$ cat config.mk
export PLATFORM = sky130hd
export DESIGN_NAME = inst_fetch_stage_flat
export DESIGN_NICKNAME = d
export VERILOG_FILES = /design/src/rtl/inst_fetch_stage_if.sv /design/src/rtl/inst_fetch_stage.sv /design/src/flat_wrapper.sv
export SDC_FILE = /design/constraint.sdc
export NUM_CORES = 1
export LEC_CHECK = 0
export BUFFER_PORTS_ARGS = -buffer_cell sky130_fd_sc_hd__buf_2
export CELL_PAD_IN_SITES_DETAIL_PLACEMENT = 0
export CELL_PAD_IN_SITES_GLOBAL_PLACEMENT = 1
export CORE_ASPECT_RATIO = 0.6
export CORE_MARGIN = 2
export CORE_UTILIZATION = 46
export CTS_CLUSTER_DIAMETER = 200
export DETAILED_ROUTE_END_ITERATION = 10
export GPL_TIMING_DRIVEN = 0
export PLACE_DENSITY_LB_ADDON = 0.1
export SETUP_SLACK_MARGIN = 0.2
export SKIP_CTS_REPAIR_TIMING = 1
export SLEW_MARGIN = 10
export SYNTH_ARGS = -nofsm -noshare
export SYNTH_HDL_FRONTEND = slang
export SYNTH_SLANG_ARGS = --single-unit
$ cat constraint.sdc
create_clock -name clk -period 7 [get_ports clk]
set_input_delay 0.35 -clock clk [delete_from_list [all_inputs] [get_ports clk]]
set_output_delay 0.35 -clock clk [all_outputs]
set_load 0.02 [all_outputs]
$ cat src/rtl/inst_fetch_stage_if.sv
// Bundle between the fetch stage, the instruction SRAM and decode.
// The fetch stage uses the master modport; the slave modport is the SRAM/decode side.
interface inst_fetch_stage_if;
    logic        inst_sram_en;
    logic        inst_sram_we;
    logic [31:0] inst_sram_addr;
    logic [31:0] inst_sram_wdata;
    logic [31:0] inst_sram_rdata;
    logic        br_valid;
    logic [31:0] br_target;
    logic        fs_valid;
    logic [31:0] fs_pc;
    logic [31:0] fs_inst;
    logic        ds_ready;

    modport master (
        output inst_sram_en, inst_sram_we, inst_sram_addr, inst_sram_wdata,
        output fs_valid, fs_pc, fs_inst,
        input  inst_sram_rdata, br_valid, br_target, ds_ready
    );

    modport slave (
        input  inst_sram_en, inst_sram_we, inst_sram_addr, inst_sram_wdata,
        input  fs_valid, fs_pc, fs_inst,
        output inst_sram_rdata, br_valid, br_target, ds_ready
    );
endinterface

$ cat src/rtl/inst_fetch_stage.sv
// Instruction fetch stage: sequential SRAM reads with one-cycle latency, a small
// {pc, inst} FIFO towards decode, and a flush on branch redirect.
module inst_fetch_stage #(
    parameter logic [31:0] RESET_PC = 32'h1c00_0000,
    parameter int          DEPTH    = 2
) (
    input  logic               clk,
    input  logic               reset,
    inst_fetch_stage_if.master bus
);
    localparam int          PW      = $clog2(DEPTH);
    localparam int          CW      = $clog2(DEPTH + 1);
    localparam logic [CW:0] DEPTH_W = DEPTH[CW:0];

    logic [31:0]   fetch_pc;
    logic [31:0]   rsp_pc;
    logic          rsp_pending;
    logic [31:0]   pc_mem   [DEPTH];
    logic [31:0]   inst_mem [DEPTH];
    logic [PW-1:0] rd_ptr;
    logic [PW-1:0] wr_ptr;
    logic [CW-1:0] count;
    logic          pop;
    logic          push;
    logic          issue;
    logic [CW:0]   in_flight;
    logic          unused_br_bits;

    assign unused_br_bits = &{1'b0, bus.br_target[1:0]};

    assign pop  = bus.fs_valid & bus.ds_ready;
    assign push = rsp_pending & ~bus.br_valid;

    // Credit check: entries held plus the one in flight, minus the one leaving now.
    assign in_flight = {1'b0, count} + {{CW{1'b0}}, rsp_pending} - {{CW{1'b0}}, pop};
    assign issue     = ~reset & ~bus.br_valid & (in_flight < DEPTH_W);

    assign bus.inst_sram_en    = issue;
    assign bus.inst_sram_we    = 1'b0;
    assign bus.inst_sram_addr  = fetch_pc;
    assign bus.inst_sram_wdata = 32'h0;

    assign bus.fs_valid = (count != '0);
    assign bus.fs_pc    = pc_mem[rd_ptr];
    assign bus.fs_inst  = inst_mem[rd_ptr];

    always_ff @(posedge clk or posedge reset) begin
        if (reset) begin
            fetch_pc    <= RESET_PC;
            rsp_pending <= 1'b0;
            rsp_pc      <= 32'h0;
        end else if (bus.br_valid) begin
            fetch_pc    <= {bus.br_target[31:2], 2'b00};
            rsp_pending <= 1'b0;
        end else begin
            rsp_pending <= issue;
            if (issue) begin
                fetch_pc <= fetch_pc + 32'd4;
                rsp_pc   <= fetch_pc;
            end
        end
    end

    // A redirect discards every held entry; a pop in that cycle was already taken by decode.
    always_ff @(posedge clk or posedge reset) begin
        if (reset) begin
            rd_ptr <= '0;
            wr_ptr <= '0;
            count  <= '0;
        end else if (bus.br_valid) begin
            rd_ptr <= '0;
            wr_ptr <= '0;
            count  <= '0;
        end else begin
            rd_ptr <= rd_ptr + PW'(pop);
            wr_ptr <= wr_ptr + PW'(push);
            count  <= count + CW'(push) - CW'(pop);
        end
    end

    always_ff @(posedge clk) begin
        if (push) begin
            pc_mem[wr_ptr]   <= rsp_pc;
            inst_mem[wr_ptr] <= bus.inst_sram_rdata;
        end
    end
endmodule

$ cat src/flat_wrapper.sv
// flat-port wrapper written by rule: the top's interface ports become plain ports
module inst_fetch_stage_flat 
#(
    parameter logic [31:0] RESET_PC = 32'h1c00_0000,
    parameter int          DEPTH    = 2
)
  (clk, reset, bus_inst_sram_en, bus_inst_sram_we, bus_inst_sram_addr, bus_inst_sram_wdata, bus_fs_valid, bus_fs_pc, bus_fs_inst, bus_inst_sram_rdata, bus_br_valid, bus_br_target, bus_ds_ready);
  inst_fetch_stage_if bus_i ();
  input  logic clk;
  input  logic reset;
  output wire logic [$bits(bus_i.inst_sram_en)-1:0] bus_inst_sram_en;
  output wire logic [$bits(bus_i.inst_sram_we)-1:0] bus_inst_sram_we;
  output wire logic [$bits(bus_i.inst_sram_addr)-1:0] bus_inst_sram_addr;
  output wire logic [$bits(bus_i.inst_sram_wdata)-1:0] bus_inst_sram_wdata;
  output wire logic [$bits(bus_i.fs_valid)-1:0] bus_fs_valid;
  output wire logic [$bits(bus_i.fs_pc)-1:0] bus_fs_pc;
  output wire logic [$bits(bus_i.fs_inst)-1:0] bus_fs_inst;
  input wire logic [$bits(bus_i.inst_sram_rdata)-1:0] bus_inst_sram_rdata;
  input wire logic [$bits(bus_i.br_valid)-1:0] bus_br_valid;
  input wire logic [$bits(bus_i.br_target)-1:0] bus_br_target;
  input wire logic [$bits(bus_i.ds_ready)-1:0] bus_ds_ready;
  assign bus_inst_sram_en = bus_i.inst_sram_en;
  assign bus_inst_sram_we = bus_i.inst_sram_we;
  assign bus_inst_sram_addr = bus_i.inst_sram_addr;
  assign bus_inst_sram_wdata = bus_i.inst_sram_wdata;
  assign bus_fs_valid = bus_i.fs_valid;
  assign bus_fs_pc = bus_i.fs_pc;
  assign bus_fs_inst = bus_i.fs_inst;
  assign bus_i.inst_sram_rdata = bus_inst_sram_rdata;
  assign bus_i.br_valid = bus_br_valid;
  assign bus_i.br_target = bus_br_target;
  assign bus_i.ds_ready = bus_ds_ready;
  inst_fetch_stage #(.RESET_PC(RESET_PC), .DEPTH(DEPTH)) u_core (.clk(clk), .reset(reset), .bus(bus_i));
endmodule
# Word-level counts from Yosys, hierarchy flattened
# Memory sizes are Yosys's and may differ from the RTL's.
# Index checks and enable logic that the tools add are counted.
[op_classes]
n_addsub = 7
multipliers = 0
div = 0
magnitude_cmp = 1
n_eq_ne = 0
shift = 0
muxes = 8
n_bitwise = 6
reduce_logical = 3
[op_table]
columns = ["operator", "count"]
rows = [
  ["two-way mux 32 bit", 2],
  ["adder 32 x 3 -> 32 bit (second input constant)", 1],
  ["two-way mux 1 bit", 5],
  ["bitwise AND 1 bit", 4],
  ["nonzero test 2 bit", 2],
  ["adder 2 x 1 -> 3 bit", 1],
  ["< comparator 3 x 2 -> 1 bit (second input constant)", 1],
  ["subtractor 3 x 1 -> 3 bit", 1],
  ["adder 1 bit", 2],
  ["adder 2 x 1 -> 2 bit", 1],
  ["two-way mux 2 bit", 1],
  ["NOT 1 bit", 2],
  ["AND reduction 2 bit", 1],
  ["subtractor 2 x 1 -> 2 bit", 1],
]
[word_totals]
register_bits = 69
latch_bits = 0
ramBits = 128
mem_bits_ro = 0
input_bits = 68
output_inout_bits = 131
word_cells = 33
memories = 2
[memory_table]
columns = ["name", "depth", "width", "read_ports", "rd_ports_with_merged_regs", "wr", "line_no", "source"]
rows = [
  ["u_core.inst_mem", 2, 32, 1, 0, 1, "inst_fetch_stage.sv:19", "logic [31:0] inst_mem [DEPTH];"],
  ["u_core.pc_mem", 2, 32, 1, 0, 1, "inst_fetch_stage.sv:18", "logic [31:0] pc_mem [DEPTH];"],
]

# Logic depth before layout (Yosys ltp)
[logic_depth]
word_depth = 7
mapped_depth = 14
mapped_depth_nobuf = 11

# Least setup slack after synthesis
# No wires, ideal clock.
[synth_timing]
path_type = "register -> output"
startpoint = "reg u_core.count[1]"
endpoint = "out bus_inst_sram_en"
t_arrival_ns = 3.209
t_required_ns = 6.650
setup_slack_ns = 3.441
path_stages_with_launch = 13
path_buffers = 4
cell_sequence = "dfrtp_1 -> or2_2 -> and2_1 -> ha_1 -> nand2b_1 -> fa_1 -> xor2_1 -> or4b_1 -> buf_2 -> buf_2 -> clkbuf_1 -> clkbuf_1 -> inv_1"
[synth_between]
elab_chain_cells = 5
elab_cells_between_ends = 6
cone_classes = "add/sub (2); order compare (1); bitwise (2); reduce/logical (1)"
[synth_lines]
columns = ["element", "line_no", "source"]
rows = [
  ["start, declared", "inst_fetch_stage.sv:22", "logic [CW-1:0] count;"],
  ["start signal, assigned", "inst_fetch_stage.sv:77", "count <= count + CW'(push) - CW'(pop);"],
  ["nonzero test 2 bit", "inst_fetch_stage.sv:43", "assign bus.fs_valid = (count != '0);"],
  ["net bus_fs_valid", "flat_wrapper.sv:15", "output wire logic [$bits(bus_i.fs_valid)-1:0] bus_fs_valid;"],
  ["bitwise AND 1 bit", "inst_fetch_stage.sv:31", "assign pop = bus.fs_valid & bus.ds_ready;"],
  ["subtractor 3 x 1 -> 3 bit", "inst_fetch_stage.sv:35", "assign in_flight = {1'b0, count} + {{CW{1'b0}}, rsp_pending} - {{CW{1'b0}}, pop};"],
  ["< comparator 3 x 2 -> 1 bit", "inst_fetch_stage.sv:36", "assign issue = ~reset & ~bus.br_valid & (in_flight < DEPTH_W);"],
  ["bitwise AND 1 bit", "inst_fetch_stage.sv:36", ""],
  ["end, declared", "flat_wrapper.sv:11", "output wire logic [$bits(bus_i.inst_sram_en)-1:0] bus_inst_sram_en;"],
]
# The timed path passes the listed nets, and every way through them passes these cells.

# Final worst setup path
[layout_timing]
startpoint = "reg u_core.count[1]"
endpoint = "out bus_inst_sram_en"
[layout_between]
elab_chain_cells = 5
elab_cells_between_ends = 6
cone_classes = "add/sub (2); order compare (1); bitwise (2); reduce/logical (1)"
[layout_lines]
columns = ["element", "line_no"]
rows = [
  ["parallel branches: the longest is 2 deep, another holds adder 2 x 1 -> 3 bit", "--"],
  ["subtractor 3 x 1 -> 3 bit *", "inst_fetch_stage.sv:35"],
  ["< comparator 3 x 2 -> 1 bit *", "inst_fetch_stage.sv:36"],
  ["bitwise AND 1 bit *", "inst_fetch_stage.sv:36"],
]
# Mark *: on every way between the ends.

==> out/qor.txt <==
CTS root buffer - sky130_fd_sc_hd__clkbuf_16
number of setup violations in the final report - 0
antenna violations before repair - 0
number of iterations in the first detailed-routing pass - 4
run status - complete, no violations
Power Total - 3.862 mW
minimum clock period - 4.612 ns
number of fill cells - 1431
Final ANT Viol Nets - 0
clock latency at the later pin of the worst-skew pair - 0.44 ns
proportion of layout cells with a drive suffix above 1 - 0.3773
placeable core region - 17080 sq um
CTS clock-pin slew for the worst setup and hold paths - 0.07 ns
Crit. End Element - output port
number of clock sinks - 189
Pwr per Cell Area - 388.0 nW/um^2
row count - 37
fraction of synthesized cell area in xor and xnor cells - 0.005484
number of distinct library cell variants in the gate-level netlist after synthesis - 46
number of register bits inferred by synthesis - 189
GR Util All Layers - 0.2103
first-pass GRT wire length - 29.19 mm
launching element type of the critical path - flop
htree depth - 4
sequential share of the synthesized area - 0.6705
clock tree from TritonCTS - built
final standard cell count with taps included and fillers excluded - 1061
vias in the first global route - 5275
Vert. Die Dim - 106.1 um
crit path DAT - 4.26 ns
x dimension of the die - 174.1 um
type of the tightest min-delay check - in -> reg
maximum number of pins on one net before global-route repair - 59
measured slew at the worst slew-check pin - 0.6976 ns
detailed-route DRC error count - 0
maximum buffer depth of the clock tree - 2
adder and majority cell fraction of the synthesized area - 0.01191
main combinational cell family by area after synthesis - simple AND/OR/NAND/NOR gates
most common cell after layout, fill and taps aside - sky130_fd_sc_hd__buf_2
number of clock buffers inserted by TritonCTS - 17
final-report hold violation count - 0
Max Cap Violations - 0
sum of routed wire length over all layers - 19.02 mm
area of the die - 18460 sq um
setup slack of the worst register-to-register path - 3.15 ns
period utilisation layout - 0.6588
Initial Util - 0.4674
endpoint of the worst-slack reg-to-reg timing path - u_core.rsp_pc[19]
top cell type by total area after synthesis - sky130_fd_sc_hd__edfxtp_1
Worst Setup SP - u_core.count[1]
Area Growth Syn to Fin - 24.65%
vias per cell - 5.098
PortBufs - 159
Max VDD drop - 171.7 uV
routed wirelength normalized by instance count - 17.92 um
mean instance size in the synthesized netlist - 13.40 sq um
top cells by area, synth - sky130_fd_sc_hd__edfxtp_1 (47%), sky130_fd_sc_hd__dfrtp_1 (19%), sky130_fd_sc_hd__mux2_2 (8.7%)
worst-case headroom to the max-slew limit - 0.5349
leading cell types in the layout, fill and taps excluded - sky130_fd_sc_hd__buf_2 (164), sky130_fd_sc_hd__edfxtp_1 (124), sky130_fd_sc_hd__nand2_1 (114)
final layout net count - 889
RSZ-0062 raised after global routing - no
FFs w/ async S/R, synth - 0.3439
number of design-rule violations left by the first detailed-router iteration - 320
half-perimeter wire length after detailed placement - 13.43 mm
area fraction in compound gates after synthesis - 0.05374
number of top-level pins - 199
top cell type's share of synthesized area - 0.4663
logic depth of the worst register-to-register path - 13
highest clock frequency the design can meet - 0.2168 GHz
Overflow after GRT - 0
path type of the worst setup path - reg -> out
number of synthesized flops with an enable pin - 124
Synth warnings - 0
multiplexer fraction of the synthesized cell area - 0.08743
Fin Setup TNS - 0 ns
maximum fanout encountered on the critical timing path - 10
Pins Over Slew Limit - 0
final worst clock skew - 0.008185 ns
top flip-flop cell by instance count after synthesis - sky130_fd_sc_hd__edfxtp_1
crit path capture - bus_inst_sram_en
combined area of all synthesized cells - 7985 sq um
required time of the critical path - 6.65 ns
weighted congestion reported at the end of routability-driven placement - 0.8602
Static Leak - 4.202 nW
# diodes - 0
Syn Inst Count - 596
cell total after placement - 1028
detailed-route via count - 5409
Worst R2R Start - u_core.count[1]
Post-Synth Simple-Gate Area - 0.1122
[final cells by class]
cell class	instances	area, sq um	area share
plain buffers	66	400.4	0.04023
clock buffers	18	429.2	0.04312
clock inverters	14	202.7	0.02036
inverters	16	67.56	0.006788
multi-input cells	361	2326	0.2337
flip-flops and latches	189	5354	0.5379
well taps	234	292.8	0.02942
repair buffers	163	880.8	0.08850
[worst min path at each step]
stage	startpoint	end	slack, ns	cells after the start
after detailed placement	reset	u_core.bus.inst_sram_addr[23]	0.40	2
after global placement	u_core.rsp_pc[10]	u_core.pc_mem[0][10]	0.45	0
after floorplan	u_core.rsp_pc[10]	u_core.pc_mem[0][10]	0.44	0
after CTS	reset	u_core.bus.inst_sram_addr[23]	-0.07	2
after global routing	bus_inst_sram_rdata[6]	u_core.inst_mem[1][6]	0.08	1
final	bus_inst_sram_rdata[9]	u_core.inst_mem[1][9]	0.1	1
[worst max-delay path, cell delays in order (launching register included)]
cell and delay, ns:
sky130_fd_sc_hd__dfrtp_1 0.45, sky130_fd_sc_hd__or2_2 0.32, sky130_fd_sc_hd__and2_1 0.26, sky130_fd_sc_hd__ha_1 0.30, sky130_fd_sc_hd__nand2b_1 0.15, sky130_fd_sc_hd__fa_1 0.38
sky130_fd_sc_hd__xor2_1 0.14, sky130_fd_sc_hd__or4b_1 0.11, sky130_fd_sc_hd__buf_2 0.22, sky130_fd_sc_hd__buf_2 0.26, sky130_fd_sc_hd__clkbuf_1 0.57, sky130_fd_sc_hd__clkbuf_1 0.42
sky130_fd_sc_hd__inv_1 0.07, sky130_fd_sc_hd__buf_2 0.17
[cell usage after synthesis (all sizes together) (3+ instances only)]
| master | count |
|---|---|
| edfxtp | 124 |
| nand2 | 114 |
| dfrtp | 62 |
| mux2 | 62 |
| buf | 45 |
| clkbuf | 21 |
| nand3 | 18 |
| o211ai | 16 |
| inv | 15 |
| o21ai | 15 |
| nand4 | 11 |
| a21oi | 10 |
| nor2 | 10 |
| o311ai | 7 |
| and3 | 6 |
| ha | 6 |
| or3 | 6 |
| or4 | 6 |
| a22oi | 3 |
| and2 | 3 |
| dfstp | 3 |
| o21bai | 3 |
| xnor2 | 3 |
[cell families after synthesis]
group / Yosys count
flops: 189
xor+xnor: 5
mux: 62
other cells: 1
compound gates: 63
buf+inv: 82
fa+ha+maj: 7
simple gates: 187
[where the power goes]
part / internal [mW] / switching (mW) / leakage (nW) / total, mW
Combinational: 0.445 / 0.765 / 1.96 / 1.21
Sequential: 1.46 / 0.166 / 1.94 / 1.63
Clock: 0.577 / 0.447 / 0.304 / 1.02
[flip-flops by register name, indices dropped and copies added (netlist names)]
| register | flops |
|---|---|
| u_core.rsp_pending | 1 |
| u_core.wr_ptr | 1 |
| u_core.inst_mem | 64 |
| u_core.rd_ptr | 1 |
| u_core.rsp_pc | 30 |
| u_core.pc_mem | 60 |
| u_core.bus.inst_sram_addr | 30 |
| u_core.count | 2 |
[routing by layer]
layer / up-vias / GRT usage / routed length [um]
met4: 0 / 0.06242 / 235
met1: 2648 / 0.3049 / 8815
met3: 20 / 0.05472 / 1363
li1: 2523 / - / -
met5: - / 0 / 0
met2: 218 / 0.3133 / 8603
[through the flow]
stage	instance area [sq um]	util	hold WS (ns)	setup WS, ns
global route	9953	0.5827	0.08226	2.168
finish	9953	0.5827	0.09599	2.388
global placement	9209	0.5391	0.4507	2.798
floorplan	8120	-	0.4419	3.441
CTS	9943	0.5821	-0.06990	2.369
detailed placement	9311	0.5451	0.3982	2.865
Note: power is estimated with default switching activity, not from simulation.
